[src/rtl/peripheral_dbg_pu_riscv_toggle_pkg.sv]
// Shared types and defaults for the debug-unit toggle-handshake CDC.
package peripheral_dbg_pu_riscv_toggle_pkg;

  typedef enum logic {
    IDLE     = 1'b0,
    WAIT_ACK = 1'b1
  } state_e;

  localparam int unsigned DEFAULT_TIMEOUT = 1024;

endpackage

[src/rtl/peripheral_dbg_pu_riscv_toggle_tx_if.sv]
// Source-side handshake bundle of the toggle transmitter.
interface peripheral_dbg_pu_riscv_toggle_tx_if #(
  parameter int unsigned DW = 32
);
  logic          IN_VALID;
  logic          IN_READY;
  logic [DW-1:0] IN_DATA;
  logic [DW-1:0] DATA_OUT;
  logic          TOGGLE_OUT;
  logic          ACK_TOGGLE_IN;
  logic          BUSY;
  logic          STALL;
  logic          PROTO_ERR;
  logic          CLR_FLAGS;

  modport slave (
    input  IN_VALID, IN_DATA, ACK_TOGGLE_IN, CLR_FLAGS,
    output IN_READY, DATA_OUT, TOGGLE_OUT, BUSY, STALL, PROTO_ERR
  );

  modport master (
    output IN_VALID, IN_DATA, ACK_TOGGLE_IN, CLR_FLAGS,
    input  IN_READY, DATA_OUT, TOGGLE_OUT, BUSY, STALL, PROTO_ERR
  );
endinterface

[src/rtl/peripheral_dbg_pu_riscv_toggle_det.sv]
// Two-flop synchroniser plus edge detector: one DET pulse per TOGGLE_IN level change.
module peripheral_dbg_pu_riscv_toggle_det (
  input  logic CLK,
  input  logic RESET,
  input  logic TOGGLE_IN,
  output logic DET
);
  logic s1_q, s2_q, prev_q;

  always_ff @(posedge CLK) begin
    if (RESET) begin
      s1_q   <= 1'b0;
      s2_q   <= 1'b0;
      prev_q <= 1'b0;
    end else begin
      s1_q   <= TOGGLE_IN;
      s2_q   <= s1_q;
      prev_q <= s2_q;
    end
  end

  assign DET = s2_q ^ prev_q;
endmodule

[src/rtl/peripheral_dbg_pu_riscv_toggle_tx.sv]
// Toggle-handshake transmitter: holds a word on DATA_OUT, flips TOGGLE_OUT,
// then waits for the returned ack toggle before accepting the next word.
module peripheral_dbg_pu_riscv_toggle_tx
  import peripheral_dbg_pu_riscv_toggle_pkg::*;
#(
  parameter int unsigned DW      = 32,
  parameter int unsigned TIMEOUT = DEFAULT_TIMEOUT
) (
  input logic                                 CLK,
  input logic                                 RESET,
  peripheral_dbg_pu_riscv_toggle_tx_if.slave  bus
);
  localparam int unsigned     CW   = (TIMEOUT > 0) ? $clog2(TIMEOUT + 1) : 1;
  localparam logic [CW-1:0]   TMAX = CW'(TIMEOUT);

  state_e        state_q, state_d;
  logic [DW-1:0] data_q, data_d;
  logic          tog_q, tog_d;
  logic [CW-1:0] cnt_q, cnt_d;
  logic          stall_q, stall_d;
  logic          perr_q, perr_d;
  logic          ack_det;
  logic          accept;
  logic          stall_set;
  logic          perr_set;

  peripheral_dbg_pu_riscv_toggle_det u_ack_det (
    .CLK       (CLK),
    .RESET     (RESET),
    .TOGGLE_IN (bus.ACK_TOGGLE_IN),
    .DET       (ack_det)
  );

  assign accept    = (state_q == IDLE) && bus.IN_VALID;
  assign perr_set  = (state_q == IDLE) && ack_det;
  // Flag only on the transition into saturation so a clear while still waiting sticks.
  assign stall_set = (TIMEOUT != 0) && (state_q == WAIT_ACK) &&
                     (cnt_q != TMAX) && (cnt_d == TMAX);

  always_comb begin
    state_d = state_q;
    data_d  = data_q;
    tog_d   = tog_q;
    cnt_d   = cnt_q;
    case (state_q)
      IDLE: begin
        if (bus.IN_VALID) begin
          data_d  = bus.IN_DATA;
          tog_d   = ~tog_q;
          cnt_d   = '0;
          state_d = WAIT_ACK;
        end
      end
      WAIT_ACK: begin
        if (cnt_q != TMAX) cnt_d = cnt_q + 1'b1;
        if (ack_det) state_d = IDLE;
      end
      default: state_d = IDLE;
    endcase
  end

  always_comb begin
    stall_d = stall_q;
    perr_d  = perr_q;
    if (bus.CLR_FLAGS) begin
      stall_d = 1'b0;
      perr_d  = 1'b0;
    end
    if (stall_set) stall_d = 1'b1;
    if (perr_set)  perr_d  = 1'b1;
  end

  always_ff @(posedge CLK) begin
    if (RESET) begin
      state_q <= IDLE;
      data_q  <= '0;
      tog_q   <= 1'b0;
      cnt_q   <= '0;
      stall_q <= 1'b0;
      perr_q  <= 1'b0;
    end else begin
      state_q <= state_d;
      data_q  <= data_d;
      tog_q   <= tog_d;
      cnt_q   <= cnt_d;
      stall_q <= stall_d;
      perr_q  <= perr_d;
    end
  end

  assign bus.IN_READY   = (state_q == IDLE);
  assign bus.BUSY       = (state_q == WAIT_ACK);
  assign bus.DATA_OUT   = data_q;
  assign bus.TOGGLE_OUT = tog_q;
  assign bus.STALL      = stall_q;
  assign bus.PROTO_ERR  = perr_q;
endmodule
[src/flat_wrapper.sv]
// flat-port wrapper written by rule: the top's interface ports become plain ports
module peripheral_dbg_pu_riscv_toggle_tx_flat import peripheral_dbg_pu_riscv_toggle_pkg::*;
#(
  parameter int unsigned DW      = 32,
  parameter int unsigned TIMEOUT = DEFAULT_TIMEOUT
)
  (CLK, RESET, bus_IN_VALID, bus_IN_DATA, bus_ACK_TOGGLE_IN, bus_CLR_FLAGS, bus_IN_READY, bus_DATA_OUT, bus_TOGGLE_OUT, bus_BUSY, bus_STALL, bus_PROTO_ERR);
  peripheral_dbg_pu_riscv_toggle_tx_if #(.DW(DW)) bus_i ();
  input logic CLK;
  input logic RESET;
  input wire logic [$bits(bus_i.IN_VALID)-1:0] bus_IN_VALID;
  input wire logic [$bits(bus_i.IN_DATA)-1:0] bus_IN_DATA;
  input wire logic [$bits(bus_i.ACK_TOGGLE_IN)-1:0] bus_ACK_TOGGLE_IN;
  input wire logic [$bits(bus_i.CLR_FLAGS)-1:0] bus_CLR_FLAGS;
  output wire logic [$bits(bus_i.IN_READY)-1:0] bus_IN_READY;
  output wire logic [$bits(bus_i.DATA_OUT)-1:0] bus_DATA_OUT;
  output wire logic [$bits(bus_i.TOGGLE_OUT)-1:0] bus_TOGGLE_OUT;
  output wire logic [$bits(bus_i.BUSY)-1:0] bus_BUSY;
  output wire logic [$bits(bus_i.STALL)-1:0] bus_STALL;
  output wire logic [$bits(bus_i.PROTO_ERR)-1:0] bus_PROTO_ERR;
  assign bus_i.IN_VALID = bus_IN_VALID;
  assign bus_i.IN_DATA = bus_IN_DATA;
  assign bus_i.ACK_TOGGLE_IN = bus_ACK_TOGGLE_IN;
  assign bus_i.CLR_FLAGS = bus_CLR_FLAGS;
  assign bus_IN_READY = bus_i.IN_READY;
  assign bus_DATA_OUT = bus_i.DATA_OUT;
  assign bus_TOGGLE_OUT = bus_i.TOGGLE_OUT;
  assign bus_BUSY = bus_i.BUSY;
  assign bus_STALL = bus_i.STALL;
  assign bus_PROTO_ERR = bus_i.PROTO_ERR;
  peripheral_dbg_pu_riscv_toggle_tx #(.DW(DW), .TIMEOUT(TIMEOUT)) u_core (.CLK(CLK), .RESET(RESET), .bus(bus_i));
endmodule
[config.mk]
export PLATFORM = sky130hd
export DESIGN_NAME = peripheral_dbg_pu_riscv_toggle_tx_flat
export DESIGN_NICKNAME = d
export VERILOG_FILES = /design/src/rtl/peripheral_dbg_pu_riscv_toggle_pkg.sv /design/src/rtl/peripheral_dbg_pu_riscv_toggle_tx_if.sv /design/src/rtl/peripheral_dbg_pu_riscv_toggle_det.sv /design/src/rtl/peripheral_dbg_pu_riscv_toggle_tx.sv /design/src/flat_wrapper.sv
export SDC_FILE = /design/constraint.sdc
export NUM_CORES = 1
export LEC_CHECK = 0
export BUFFER_PORTS_ARGS = -buffer_cell sky130_fd_sc_hd__buf_2
export CORE_AREA = 2 2 68 70
export CTS_CLUSTER_SIZE = 20
export DETAILED_ROUTE_END_ITERATION = 12
export DIE_AREA = 0 0 70 72
export PLACE_DENSITY = 0.73
export SYNTH_ARGS = -nofsm -noshare
export SYNTH_HDL_FRONTEND = slang
export SYNTH_SLANG_ARGS = --single-unit
[constraint.sdc]
create_clock -name CLK -period 2 [get_ports CLK]
set_input_delay 0.4 -clock CLK [delete_from_list [all_inputs] [get_ports CLK]]
set_output_delay 0.4 -clock CLK [all_outputs]
set_load 0.03 [all_outputs]
==> impl_metrics.env <==
export IMPL_grt_pass1_wl_mm=7.47
export IMPL_endpoint_kind="flop"
export IMPL_io_pins=74
export IMPL_power_density_mw_per_mm2=818
export IMPL_grt_setup_unrepaired="false"
export IMPL_timing_hold_ws_ns=0.318
export IMPL_crit_arrival_ns=2.06
export IMPL_finalClockSkew_ns=0.00699
export IMPL_grt_pass1_vias=1791
export IMPL_cts_buffer_depth=2
export IMPL_cts_sinks=50
export IMPL_worstMarginPinSlew_ns=0.583
export IMPL_fin_nets=363
export IMPL_cp_max_fo=7
export IMPL_r2r_start="u_core.cnt_q[0]"
export IMPL_fillers=411
export IMPL_h_tree_depth=2
export IMPL_start_util_pct=47.8
export IMPL_fin_total_pwr_mw=2.08
export IMPL_period_share_pct=91.1
export IMPL_cts_root_buf="clkbuf_8"
export IMPL_wl_mm=4.45
export IMPL_path_clk_slew_ns=0.08
export IMPL_cts_resized=0
export IMPL_maxSlewViolCount=0
export IMPL_hold_viol_final=0
export IMPL_placedCellCount=369
export IMPL_syn_area_per_cell_um2=7.94
export IMPL_cts_tree="built"
export IMPL_syn_inst=257
export IMPL_post_cts_setup_buffer_count=0
export IMPL_max_cap_violations=0
export IMPL_placed_area_mm2=0.00244
export IMPL_period_needed_ns=1.82
export IMPL_finalWeightedCongestion=0.850
export IMPL_clkLatencyLatePin_ns=0.30
export IMPL_post_route_cell_area_mm2=0.00255
export IMPL_worst_r2r_setup_slack_ns=0.18
export IMPL_die_w_um=70
export IMPL_max_freq_mhz=549
export IMPL_p_leak_nw=1.13
export IMPL_ir_drop_v=0.000584
export IMPL_dieArea_mm2=0.00504
export IMPL_critical_path_class="flop to flop"
export IMPL_io_buffers=73
export IMPL_grt_ovfl_total=0
export IMPL_yosys_register_bits=50
export IMPL_ys_warn_count=0
export IMPL_async_flop_share_pct=0
export IMPL_post_route_util_pct=59.7
export IMPL_crit_path_end="u_core.bus.STALL"
export IMPL_syn2layout_area_growth_pct=24.8
export IMPL_antenna_found_initial=0
export IMPL_synth_cell_types=37
export IMPL_crit_path_start_kind="flop"
export IMPL_rr_worst_depth=8
export IMPL_ys_seq_area_share_pct=49.1
export IMPL_core_area_mm2=0.00426
export IMPL_drt_iter0_drc=101
export IMPL_hp_class="input port to flop"
export IMPL_timing_final_ws_setup_ns=0.177
export IMPL_drt_pass1_iter_count=4
export IMPL_hold_buffers=0
export IMPL_setup_violations_final=0
export IMPL_fin_tns_setup_ns=0
export IMPL_syn_area_mm2=0.00204
export IMPL_numCtsBuffers=5
export IMPL_rows=24
export IMPL_antenna_cells=0
export IMPL_fp_dieH_um=72
export IMPL_viasPerCell=5.01
export IMPL_crit_start="u_core.cnt_q[0]"
export IMPL_grt_util_all_layers_pct=18.0
export IMPL_grt_max_degree=27
export IMPL_hpwl_mm=3.24
export IMPL_final_cells=377
export IMPL_ys_flop_type="dfxtp_1"
export IMPL_slew_limit_headroom_pct=61.0
export IMPL_route_detailed_drc=0
export IMPL_required_ns=2.24
export IMPL_pre_cts_slack_ns=0.222
export IMPL_reg2reg_to="u_core.bus.STALL"
export IMPL_drive_gt1_share_pct=28.6
export IMPL_synth_edff_count=0
export IMPL_syn_nets=296
export IMPL_status="finished, final reports clean"
export IMPL_vias=1887
export IMPL_ant_nets=0
export IMPL_wire_per_inst_um=11.8
## cell usage after synthesis, drive strengths merged, types with 2 or more instances
master,number,area [um2]
nand2,73,274
dfxtp,50,1000
a21oi,40,200
nor2,20,75.1
clkbuf,12,45.0
buf,7,36.3
inv,7,26.3
nor2b,6,37.5
nor3,6,30.0
nand3,4,20.0
xnor2,4,35.0
nand4,3,40.0
a2bb2oi,2,17.5
a31oi,2,18.8
ha,2,25.0
nor3b,2,15.0
nor4,2,25.0
nor4b,2,17.5
## power breakdown
part	switching [mW]	total, mW	internal (mW)
Clock	0.311	0.684	0.373
Combinational	0.216	0.325	0.109
Sequential	0.0292	1.07	1.04
Total	0.556	2.08	1.53
## final cells by class
class,count,area [um2],area share (%)
clock buffer,6,72.6,2.85
clock inverter,2,37.5,1.47
inverter,7,26.3,1.03
multi-input combinational,181,933,36.7
sequential,50,1000,39.3
tap,52,65.1,2.56
timing repair buffer,79,410,16.1
## worst max-delay path: stages (launching register included)
cell     delay, ns
dfxtp_1       0.40
inv_1         0.11
ha_1          0.21
nor4b_1       0.15
a31oi_2       0.37
o21ai_0       0.15
nor3_1        0.21
nand4_1       0.11
nand2_1       0.07
## registers in the layout, indices dropped and copies added (netlist names)
register,flops
u_core.bus.BUSY,1
u_core.bus.DATA_OUT,32
u_core.bus.PROTO_ERR,1
u_core.bus.STALL,1
u_core.bus.TOGGLE_OUT,1
u_core.cnt_q,11
u_core.u_ack_det.prev_q,1
u_core.u_ack_det.s1_q,1
u_core.u_ack_det.s2_q,1
## placed cells by master, fill, tap and decap left out, types with 2 or more instances in the layout
cell type,netlist,routed
a21oi_1,40,40
a2bb2oi_1,2,2
buf_2,5,73
buf_4,1,6
clkbuf_8,0,5
dfxtp_1,50,50
ha_1,2,2
inv_1,6,6
nand2_1,73,73
nand3_1,4,4
nor2_1,20,20
nor2b_1,6,5
nor3_1,6,6
nor3b_1,2,2
nor4_2,2,2
nor4b_1,2,2
xnor2_1,4,4
## cells by family after synthesis
family | after synthesis | share of synthesized area [%]
muxes | 2 | 1.04
DFF | 50 | 49.1
and+or+nand+nor | 123 | 27.9
xor gates and xnor gates | 4 | 1.72
AOI/OAI and AO/OA | 50 | 13.7
adders and majority gates | 2 | 1.23
buffers and inverters | 26 | 5.28
## how the worst min path moves through the flow
stage | to | depth (start not counted) | slack [ns] | startpoint
after CTS | u_core.u_ack_det.s1_q | 2 | 0.31 | bus_ACK_TOGGLE_IN
after global routing | u_core.bus.DATA_OUT[28] | 3 | 0.33 | bus_IN_DATA[28]
final | u_core.u_ack_det.s1_q | 2 | 0.32 | bus_ACK_TOGGLE_IN
after detailed placement | u_core.u_ack_det.s2_q | 1 | 0.44 | u_core.u_ack_det.s1_q
after floorplan | u_core.u_ack_det.s2_q | 1 | 0.41 | u_core.u_ack_det.s1_q
after global placement | u_core.u_ack_det.s2_q | 1 | 0.42 | u_core.u_ack_det.s1_q
## per-layer routing
layer | part of all wire, % | up-vias | track usage, %
met5 | 0 | - | 0
met4 | 1.5 | 0 | 8.33
met3 | 6.9 | 6 | 4.72
met2 | 48 | 68 | 29.8
met1 | 44 | 833 | 22.0
li1 | - | 980 | -
No activity file was read; power rests on OpenSTA's default activity.
